## src/rtl/vga_pkg.sv

```systemverilog
// +--------------------------------------------------------------------------+
// | vga_pkg : shared cell geometry, attribute layout and pipeline depth      |
// | Rev 1.0 - initial release                                                |
// +--------------------------------------------------------------------------+
`default_nettype none

package vga_pkg;

  localparam int c_cell_w         = 8;
  localparam int c_cell_h         = 16;
  localparam int c_cell_w_log2    = 3;
  localparam int c_cell_h_log2    = 4;

  localparam int c_attr_fg_lsb    = 0;
  localparam int c_attr_bg_lsb    = 4;
  localparam int c_attr_blink_bit = 7;

  localparam int c_pipe_stages    = 3;

  localparam logic [3:0] c_cursor_line_first = 4'd14;

  // Underline cursor occupies the bottom two glyph lines of the cell.
  function automatic logic is_cursor_line(input logic [3:0] glyph_row);
    return glyph_row >= c_cursor_line_first;
  endfunction

endpackage

`default_nettype wire

```

## src/rtl/vga_text_pipe_reg.sv

```systemverilog
// +--------------------------------------------------------------------------+
// | vga_text_pipe_reg : one pipeline stage, parameterised width, async clear |
// | Rev 1.0 - initial release                                                |
// +--------------------------------------------------------------------------+
`default_nettype none

module vga_text_pipe_reg #(
  parameter int WIDTH = 1
) (
  input  logic             clk,
  input  logic             rst,
  input  logic [WIDTH-1:0] i_d,
  output logic [WIDTH-1:0] o_q
);

  logic [WIDTH-1:0] r_q;

  always_ff @(posedge clk or posedge rst) begin
    if (rst) r_q <= '0;
    else     r_q <= i_d;
  end

  assign o_q = r_q;

endmodule

`default_nettype wire

```

## src/rtl/vga_text_render.sv

```systemverilog
// +--------------------------------------------------------------------------+
// | vga_text_render : 3-stage text-mode pixel pipeline (text RAM -> font ROM |
// | -> palette indices). Optional blink/frame counter: VGA_TEXT_BLINK_EN.    |
// | Rev 1.0 - initial release                                                |
// +--------------------------------------------------------------------------+
`default_nettype none

module vga_text_render
  import vga_pkg::*;
#(
  parameter int COLS = 80,
  parameter int ROWS = 30
) (
  input  logic        clk,
  input  logic        rst,
  input  logic [9:0]  hpos,
  input  logic [9:0]  vpos,
  input  logic        de_i,
  input  logic        hsync_i,
  input  logic        vsync_i,
  output logic [11:0] tram_addr,
  input  logic [15:0] tram_rdata,
  output logic [11:0] font_addr,
  input  logic [7:0]  font_rdata,
  input  logic [6:0]  cursor_col,
  input  logic [4:0]  cursor_row,
  input  logic        cursor_en,
  output logic [3:0]  fg,
  output logic [3:0]  bg,
  output logic        pix_on,
  output logic        de_o,
  output logic        hsync_o,
  output logic        vsync_o
);

  localparam int c_s1_w = 11;
  localparam int c_s2_w = 15;
  localparam int c_s3_w = 12;

  // ---------------- stage 0: address generation and cursor hit ----------------
  logic [6:0] w_col0;
  logic [4:0] w_row0;
  logic       w_cur_hit0;

  assign w_col0    = hpos[9:c_cell_w_log2];
  assign w_row0    = vpos[8:c_cell_h_log2];
  assign tram_addr = 12'(w_row0) * 12'(COLS) + 12'(w_col0);

  assign w_cur_hit0 = cursor_en && (w_col0 == cursor_col) && (w_row0 == cursor_row)
                      && is_cursor_line(vpos[3:0]);

  // ---------------- stage 1: text RAM data arrives, font lookup ---------------
  logic [c_s1_w-1:0] w_s1_d, w_s1_q;
  logic [3:0]        w_s1_vlo;
  logic [2:0]        w_s1_hlo;
  logic              w_s1_cur, w_s1_de, w_s1_hs, w_s1_vs;

  assign w_s1_d = {vpos[3:0], hpos[2:0], w_cur_hit0, de_i, hsync_i, vsync_i};

  vga_text_pipe_reg #(.WIDTH(c_s1_w)) u_stage1 (
    .clk (clk),
    .rst (rst),
    .i_d (w_s1_d),
    .o_q (w_s1_q)
  );

  assign {w_s1_vlo, w_s1_hlo, w_s1_cur, w_s1_de, w_s1_hs, w_s1_vs} = w_s1_q;
  assign font_addr = {tram_rdata[7:0], w_s1_vlo};

  // ---------------- stage 2: glyph bit select and attribute decode ------------
  logic [c_s2_w-1:0] w_s2_d, w_s2_q;
  logic [7:0]        w_s2_attr;
  logic [2:0]        w_s2_hlo;
  logic              w_s2_cur, w_s2_de, w_s2_hs, w_s2_vs;

  assign w_s2_d = {tram_rdata[15:8], w_s1_hlo, w_s1_cur, w_s1_de, w_s1_hs, w_s1_vs};

  vga_text_pipe_reg #(.WIDTH(c_s2_w)) u_stage2 (
    .clk (clk),
    .rst (rst),
    .i_d (w_s2_d),
    .o_q (w_s2_q)
  );

  assign {w_s2_attr, w_s2_hlo, w_s2_cur, w_s2_de, w_s2_hs, w_s2_vs} = w_s2_q;

  logic       w_glyph_bit;
  logic       w_pix;
  logic [3:0] w_fg;
  logic [3:0] w_bg;

  assign w_glyph_bit = font_rdata[3'd7 - w_s2_hlo];
  assign w_fg        = w_s2_attr[c_attr_fg_lsb +: 4];

`ifdef VGA_TEXT_BLINK_EN
  logic       r_vsync_prev;
  logic [4:0] r_frame_cnt;

  always_ff @(posedge clk or posedge rst) begin
    if (rst) begin
      r_vsync_prev <= 1'b0;
      r_frame_cnt  <= 5'd0;
    end else begin
      r_vsync_prev <= vsync_i;
      if (vsync_i && !r_vsync_prev) r_frame_cnt <= r_frame_cnt + 5'd1;
    end
  end

  // Blinking text is off for the upper half of the 32-frame cycle; cursor flashes twice as fast.
  assign w_pix = (w_glyph_bit & ~(w_s2_attr[c_attr_blink_bit] & r_frame_cnt[4]))
                 | (w_s2_cur & r_frame_cnt[3]);
  assign w_bg  = {1'b0, w_s2_attr[c_attr_bg_lsb +: 3]};
`else
  assign w_pix = w_glyph_bit | w_s2_cur;
  assign w_bg  = w_s2_attr[c_attr_bg_lsb +: 4];
`endif

  // ---------------- stage 3: blanking mask and output register -----------------
  logic [c_s3_w-1:0] w_s3_d, w_s3_q;

  assign w_s3_d = w_s2_de ? {w_fg, w_bg, w_pix, 1'b1, w_s2_hs, w_s2_vs}
                          : {4'd0, 4'd0, 1'b0, 1'b0, w_s2_hs, w_s2_vs};

  vga_text_pipe_reg #(.WIDTH(c_s3_w)) u_stage3 (
    .clk (clk),
    .rst (rst),
    .i_d (w_s3_d),
    .o_q (w_s3_q)
  );

  assign {fg, bg, pix_on, de_o, hsync_o, vsync_o} = w_s3_q;

  // Off-screen rows and the top position bit never reach an address.
  logic w_unused;
`ifdef VGA_TEXT_BLINK_EN
  assign w_unused = ^{vpos[9], (w_row0 >= 5'(ROWS)), r_frame_cnt[2:0]};
`else
  assign w_unused = ^{vpos[9], (w_row0 >= 5'(ROWS))};
`endif

endmodule

`default_nettype wire

```

## config.mk

```make
export PLATFORM = sky130hd
export DESIGN_NAME = vga_text_render
export DESIGN_NICKNAME = d
export VERILOG_FILES = /design/src/rtl/vga_pkg.sv /design/src/rtl/vga_text_pipe_reg.sv /design/src/rtl/vga_text_render.sv
export SDC_FILE = /design/constraint.sdc
export NUM_CORES = 1
export LEC_CHECK = 0
export CAP_MARGIN = 0
export CORE_MARGIN = 2
export CORE_UTILIZATION = 35
export CTS_CLUSTER_SIZE = 25
export DETAILED_ROUTE_END_ITERATION = 6
export PLACE_DENSITY = 0.75
export SETUP_SLACK_MARGIN = 0.3
export SLEW_MARGIN = 20
export SYNTH_ARGS = -nofsm -noshare
export SYNTH_HDL_FRONTEND = slang
export SYNTH_SLANG_ARGS = --single-unit
```

## constraint.sdc

```tcl
create_clock -name clk -period 2.62 [get_ports clk]
set_input_delay 0.262 -clock clk [delete_from_list [all_inputs] [get_ports clk]]
set_output_delay 0.262 -clock clk [all_outputs]
set_load 0.005 [all_outputs]
```

==> flow_metrics.env, run 1 <==
export IMPL_status="completed"
export IMPL_yosys_area_share_simple=0.0614
export IMPL_synth_adder_area_share=0.0936
export IMPL_r2r_start="u_stage2.o_q[5]"
export IMPL_grt_pass1_vias=1294
export IMPL_die_x_um=72.3
export IMPL_grt_pass1_wl_um=5870
export IMPL_clock_root_buffer="clkbuf_8"
export IMPL_gr_usage_met2=0.263
export IMPL_syn_area_mm2=0.00163
export IMPL_synth_warnings=0
export IMPL_wl_um=3500
export IMPL_routabilityCongestion=0.733
export IMPL_p_per_area_mw_per_mm2=509
export IMPL_core_area_mm2=0.00441
export IMPL_drt_pass1_iter_count=3
export IMPL_fin_crit_sh=0.888
export IMPL_area_sequential_um2=951
export IMPL_num_rows=24
export IMPL_path_cells="dlygate4sd2_1, ha_2, ha_4, fa_2, xor2_2, buf_4, a32o_1, dlygate4sd2_1"
export IMPL_clock_latency_ns=0.28
export IMPL_end_kind="output pin"
export IMPL_ys_ff_latch=38
export IMPL_hold_path_startpoint="u_stage1.o_q[4]"
export IMPL_tightestPinTransition_ns=0.443
export IMPL_critPathBufInv=3
export IMPL_grt_overflow=0
export IMPL_hp_class="flop to flop"
export IMPL_ir_drop_v=0.000181
export IMPL_yosysUniqueCellTypes=21
export IMPL_skew_ns=0.00216
export IMPL_ys_seq_area_frac=0.583
export IMPL_dieArea_mm2=0.00522
export IMPL_critPathSlowestCell="fa_2"
export IMPL_syn_inst=117
export IMPL_post_dp_hpwl_um=2730
export IMPL_synthToLayoutAreaGrowth_pct=59.7
export IMPL_cp_arrival_ns=2.07
export IMPL_route_vias_total=1155
export IMPL_use_met3=0.0486
export IMPL_startpoint="vpos[4]"
export IMPL_grt_max_degree=39
export IMPL_start_util=0.369
export IMPL_clk_path_buf_depth=2
export IMPL_combPwrFrac=0.249
export IMPL_grt_use_met1=0.157
export IMPL_rsz0062_at_grt="true"
export IMPL_ant_nets=0
export IMPL_synth_xor_area_share=0.102
export IMPL_muxShareOfSynthArea=0.0384
export IMPL_clock_fmax_ghz=0.430
export IMPL_seq_power_share=0.472
export IMPL_htree_levels=2
export IMPL_cp_start_kind="input pin"
export IMPL_multi_input_area_um2=616
export IMPL_synthesis_nets=190
export IMPL_max_slew_margin=0.705
export IMPL_hold_violations=0
export IMPL_synth_avg_cell_area_um2=13.9
export IMPL_power_static_leakage_uw=0.00116
export IMPL_io_buffers=80
export IMPL_slew_viol_final=0
export IMPL_cts_buffers=5
export IMPL_cp_top_family="adder cells"
export IMPL_antenna_cells=0
export IMPL_top_level_ports=98
export IMPL_p_int_uw=1030
export IMPL_final_fill_count=352
export IMPL_grt_busiest_layer="met2"
export IMPL_cts_tree="yes"
export IMPL_drive_gt1_frac=0.209
export IMPL_numClockSinks=38
export IMPL_antenna_found_initial=0
export IMPL_setup_tns_ns=0
export IMPL_p_sw_frac=0.224
export IMPL_synth_top_family_by_area="XOR/XNOR gates"
export IMPL_max_cap_violations=0
export IMPL_worstPathMaxFanout=2
export IMPL_crit_type="input pin to output pin"
export IMPL_synth_compound_area_share=0.0361
export IMPL_wl_per_cell_um=13.8
export IMPL_crit_top_cell="dlygate4sd2_1"
export IMPL_fin_crit_ns=2.33
export IMPL_via_per_inst=4.57
export IMPL_groute_usage_overall=0.150
export IMPL_nNetsFinal=275
export IMPL_fin_util=0.590
export IMPL_slowest_delay_ns=0.37
export IMPL_setup_viol=0
export IMPL_die_h_um=72.3
export IMPL_clkTransAtPathRegs_ns=0.06
export IMPL_worstPathRequired_ns=2.36
export IMPL_p_sw_uw=297
export IMPL_first_iter_violations=97
export IMPL_drc_errors=0
export IMPL_clock_power_share=0.279
export IMPL_hold_buffers=0
==> area by class of cell <==
| cell class | count | area share |
|---|---|---|
| clock buffer | 6 | 0.0317 |
| sequential | 38 | 0.365 |
| inverter | 2 | 0.00288 |
| tap | 52 | 0.0250 |
| timing repair buffer | 95 | 0.339 |
| multi-input combinational | 60 | 0.236 |
==> cell families after synthesis <==
logic type	after synthesis
DFF	38
xor gates and xnor gates	19
buffers and inverters	19
and+or+nand+nor	17
adders and majority gates	11
AOI/OAI and AO/OA	8
muxes	5
==> registers in the layout, indices dropped and copies added, names as in the netlist <==
name	flops
u_stage2.o_q	15
u_stage1.o_q	11
u_stage3.o_q	12
==> worst paths after layout <==
check                                   to  slack (ns)  cells after the start
setup / recovery             tram_addr[11]        0.29                      8
hold / removal             u_stage2.o_q[4]        0.35                      0
setup reg to reg           u_stage3.o_q[3]        1.35                      3
hold reg to reg            u_stage2.o_q[4]        0.35                      0
max in group asynchronous  u_stage2.o_q[2]        1.92                      3
min in group asynchronous  u_stage2.o_q[5]        0.39                      3
==> cell usage after synthesis <==
cell / instances / area share
mux4_2: 1 / 0.014
xnor2_1: 10 / 0.054
a21oi_1: 3 / 0.0092
and2_1: 8 / 0.031
mux2i_1: 4 / 0.025
fa_1: 2 / 0.025
nor2_1: 1 / 0.0023
nor2b_1: 1 / 0.0038
buf_4: 16 / 0.074
buf_6: 1 / 0.0069
nand3_1: 1 / 0.0031
ha_1: 9 / 0.069
nand4_1: 3 / 0.012
inv_1: 2 / 0.0046
dfrtp_1: 38 / 0.58
a21boi_2: 1 / 0.0069
nand2_1: 1 / 0.0023
xor2_1: 9 / 0.048
a21o_1: 3 / 0.014
nor4_1: 2 / 0.0077
a32o_1: 1 / 0.0061
==> worst register-to-register path, delay by kind of cell, from the launching register on <==
family	cells	cell delay [ns]
compound gates	1	0.14
mux	2	0.63
flops	1	0.44
==> repair_timing <==
item                       in CTS  in global routing
setup endpoints to repair       6                  4
pin swaps                       7                  6
gates cloned                    0                  0
resized for setup              32                  8
buffers inserted                2                  0
==> power by group through the flow <==
stage	Combinational (uW)	Clock, uW	Sequential (uW)
after floorplan	125	0	634
final	330	370	625
after CTS	328	388	626
after global placement	316	0	635
after detailed placement	322	0	637
after global routing	359	409	628
==> metal layers <==
metal  wire length, um  up-vias
met5                 0        -
met4               126        0
met3               337       19
met2              1790       63
met1              1250      535
li1                  -      538
==> stage by stage <==
step / instances / worst slack [ns] / hold WS, ns / total power (uW) / instance area (um2)
floorplan: 117 / 0.693 / 0.293 / 759 / 1630
global placement: 245 / -0.281 / 0.331 / 951 / 2460
detailed placement: 245 / -0.332 / 0.337 / 958 / 2460
CTS: 253 / 0.217 / 0.353 / 1340 / 2620
global route: 253 / 0.242 / 0.357 / 1400 / 2600
finish: 253 / 0.292 / 0.349 / 1320 / 2600
==> layout by cell type (no fill, tap or decap) <==
cell / instances
nor2b_2: 1
fa_1: 1
clkbuf_8: 6
a32o_1: 1
nor4_1: 2
clkdlybuf4s15_2: 1
ha_1: 4
fa_2: 1
inv_1: 2
buf_2: 2
xor2_2: 1
a21boi_2: 1
xnor2_1: 9
nand4_1: 3
xnor2_2: 1
nand3_1: 1
xor2_1: 8
ha_4: 3
nand2_2: 1
a21oi_1: 1
buf_4: 15
and2_1: 8
clkdlybuf4s50_1: 68
clkbuf_2: 3
dfrtp_1: 38
mux4_2: 1
dlygate4sd2_1: 6
mux2i_1: 4
nor2_2: 1
a21o_1: 3
ha_2: 2
a21oi_2: 2
No activity file was read; power rests on OpenSTA's default activity.
==> run 2, diff against run 1 <==
Settings changed: GPL_ROUTABILITY_DRIVEN from default to 0.
Clock period 2.62 ns to 2.6 ns, I/O delays scaled along.
==> flow_metrics.env, run 2 (same netlist as run 1, synthesis figures left out) <==
export IMPL_post_dp_hpwl_um=2690
export IMPL_worstPathMaxFanout=3
export IMPL_critPathSlowestCell="fa_2"
export IMPL_fin_crit_sh=0.872
export IMPL_num_rows=24
export IMPL_drc_errors=0
export IMPL_final_cell_mix="clkdlybuf4s50_1, dfrtp_1, buf_4, xnor2_1"
export IMPL_cp_arrival_ns=2.01
export IMPL_wl_um=3440
export IMPL_wl_per_cell_um=13.5
export IMPL_max_slew_margin=0.701
export IMPL_crit_top_cell="buf_4"
export IMPL_tightestPinTransition_ns=0.448
export IMPL_synthToLayoutAreaGrowth_pct=59.9
export IMPL_combPwrFrac=0.255
export IMPL_r2r_start="u_stage2.o_q[5]"
export IMPL_fin_crit_ns=2.27
export IMPL_clkTransAtPathRegs_ns=0.06
export IMPL_worstPathRequired_ns=2.34
export IMPL_grt_overflow=0
export IMPL_end_kind="output pin"
export IMPL_numClockSinks=38
export IMPL_clock_fmax_ghz=0.441
export IMPL_hp_class="flop to flop"
export IMPL_core_area_mm2=0.00441
export IMPL_rsz0062_at_grt="true"
export IMPL_start_util=0.369
export IMPL_area_sequential_um2=951
export IMPL_p_sw_frac=0.228
export IMPL_r2r_cells=3
export IMPL_hold_violations=0
export IMPL_dp_cells=245
export IMPL_groute_usage_overall=0.138
export IMPL_top_level_ports=98
export IMPL_dieArea_mm2=0.00522
export IMPL_grt_pass1_vias=1291
export IMPL_largest_reg_flops=15
export IMPL_grt_pass1_wl_um=5600
export IMPL_status="completed"
export IMPL_cts_tree="yes"
export IMPL_seq_power_share=0.478
export IMPL_antenna_cells=0
export IMPL_first_iter_violations=41
export IMPL_via_per_inst=4.56
export IMPL_path_cells="clkdlybuf4s15_2, ha_2, ha_4, fa_2, xor2_2, buf_4, buf_4, a32o_1, clkbuf_2"
export IMPL_htree_levels=2
export IMPL_fin_cells=254
export IMPL_multi_input_area_um2=617
export IMPL_cp_start_kind="input pin"
export IMPL_max_cap_violations=0
export IMPL_slowest_delay_ns=0.36
export IMPL_setup_tns_ns=0
export IMPL_whs_path_depth=0
export IMPL_slew_viol_final=0
export IMPL_crit_type="input pin to output pin"
export IMPL_final_fill_count=356
export IMPL_die_x_um=72.3
export IMPL_route_vias_total=1159
export IMPL_drive_gt1_frac=0.203
export IMPL_die_h_um=72.3
export IMPL_antenna_found_initial=0
export IMPL_r2r_end="u_stage3.o_q[3]"
export IMPL_clock_power_share=0.267
export IMPL_hold_path_startpoint="u_stage1.o_q[4]"
export IMPL_p_sw_uw=301
export IMPL_clk_path_buf_depth=2
export IMPL_hold_end="u_stage2.o_q[4]"
export IMPL_p_per_area_mw_per_mm2=506
export IMPL_hold_buffers=0
export IMPL_io_buffers=80
export IMPL_clock_root_buffer="clkbuf_8"
export IMPL_power_static_leakage_uw=0.00114
export IMPL_nNetsFinal=275
export IMPL_ir_drop_v=0.000175
export IMPL_clock_latency_ns=0.28
export IMPL_ant_nets=0
export IMPL_p_int_uw=1020
export IMPL_cts_buffers=5
export IMPL_drt_pass1_iter_count=3
export IMPL_skew_ns=0.00399
export IMPL_setup_viol=0
export IMPL_rrSetupSlack_ns=1.33
export IMPL_grt_max_degree=39
export IMPL_layout_commonest_cell="clkdlybuf4s50_1"
## run 2: worst max-delay path by stage
stage | startpoint | end | slack, ns | cells after the start
floorplan | vpos[5] | tram_addr[10] | 0.68 | 6
global placement | vpos[5] | tram_addr[9] | -0.30 | 8
detailed placement | vpos[6] | tram_addr[11] | -0.36 | 8
CTS | vpos[4] | tram_addr[11] | 0.13 | 9
global route | vpos[6] | tram_addr[11] | 0.27 | 9
finish | vpos[6] | tram_addr[11] | 0.33 | 9
## run 2: power by group through the flow
stage | clock [uW] | combinational, uW | sequential [uW]
finish | 353 | 336 | 630
CTS | 370 | 328 | 631
floorplan | 0 | 126 | 639
global placement | 0 | 319 | 640
detailed placement | 0 | 324 | 642
global route | 386 | 365 | 633
## run 2: through the flow
step	util	setup WS (ns)	cell area, um2	total power [uW]	hold slack (ns)
after floorplan	-	0.677	1630	765	0.291
after global placement	0.558	-0.298	2460	959	0.331
after detailed placement	0.558	-0.356	2460	966	0.337
after CTS	0.588	0.126	2600	1330	0.352
after global routing	0.590	0.275	2610	1380	0.356
final	0.590	0.334	2610	1320	0.348
## run 2: routing by layer
metal	global-route usage	wire (um)
met1	0.150	1200
met2	0.245	1790
met4	0.0650	103
met5	0	0
met3	0.0417	341
## run 2: area by class of cell
cell class,instances,area share
Tap cell,52,0.0250
Timing Repair Buffer,95,0.341
Inverter,2,0.00288
Clock buffer,7,0.0293
Multi-Input combinational cell,60,0.237
Sequential cell,38,0.365
## run 2: critical path: cells and delay by family
kind	cells	cell delay, ns
AO/OA/AOI/OAI	1	0.24
XOR/XNOR	1	0.17
adder cells (fa/ha/maj)	3	0.73
buffers and inverters	4	0.61
## run 2: repair_timing
action,in CTS,in global routing
setup buffers,2,0
pin swaps,6,5
gates resized for setup,31,11
setup endpoints to repair,7,4
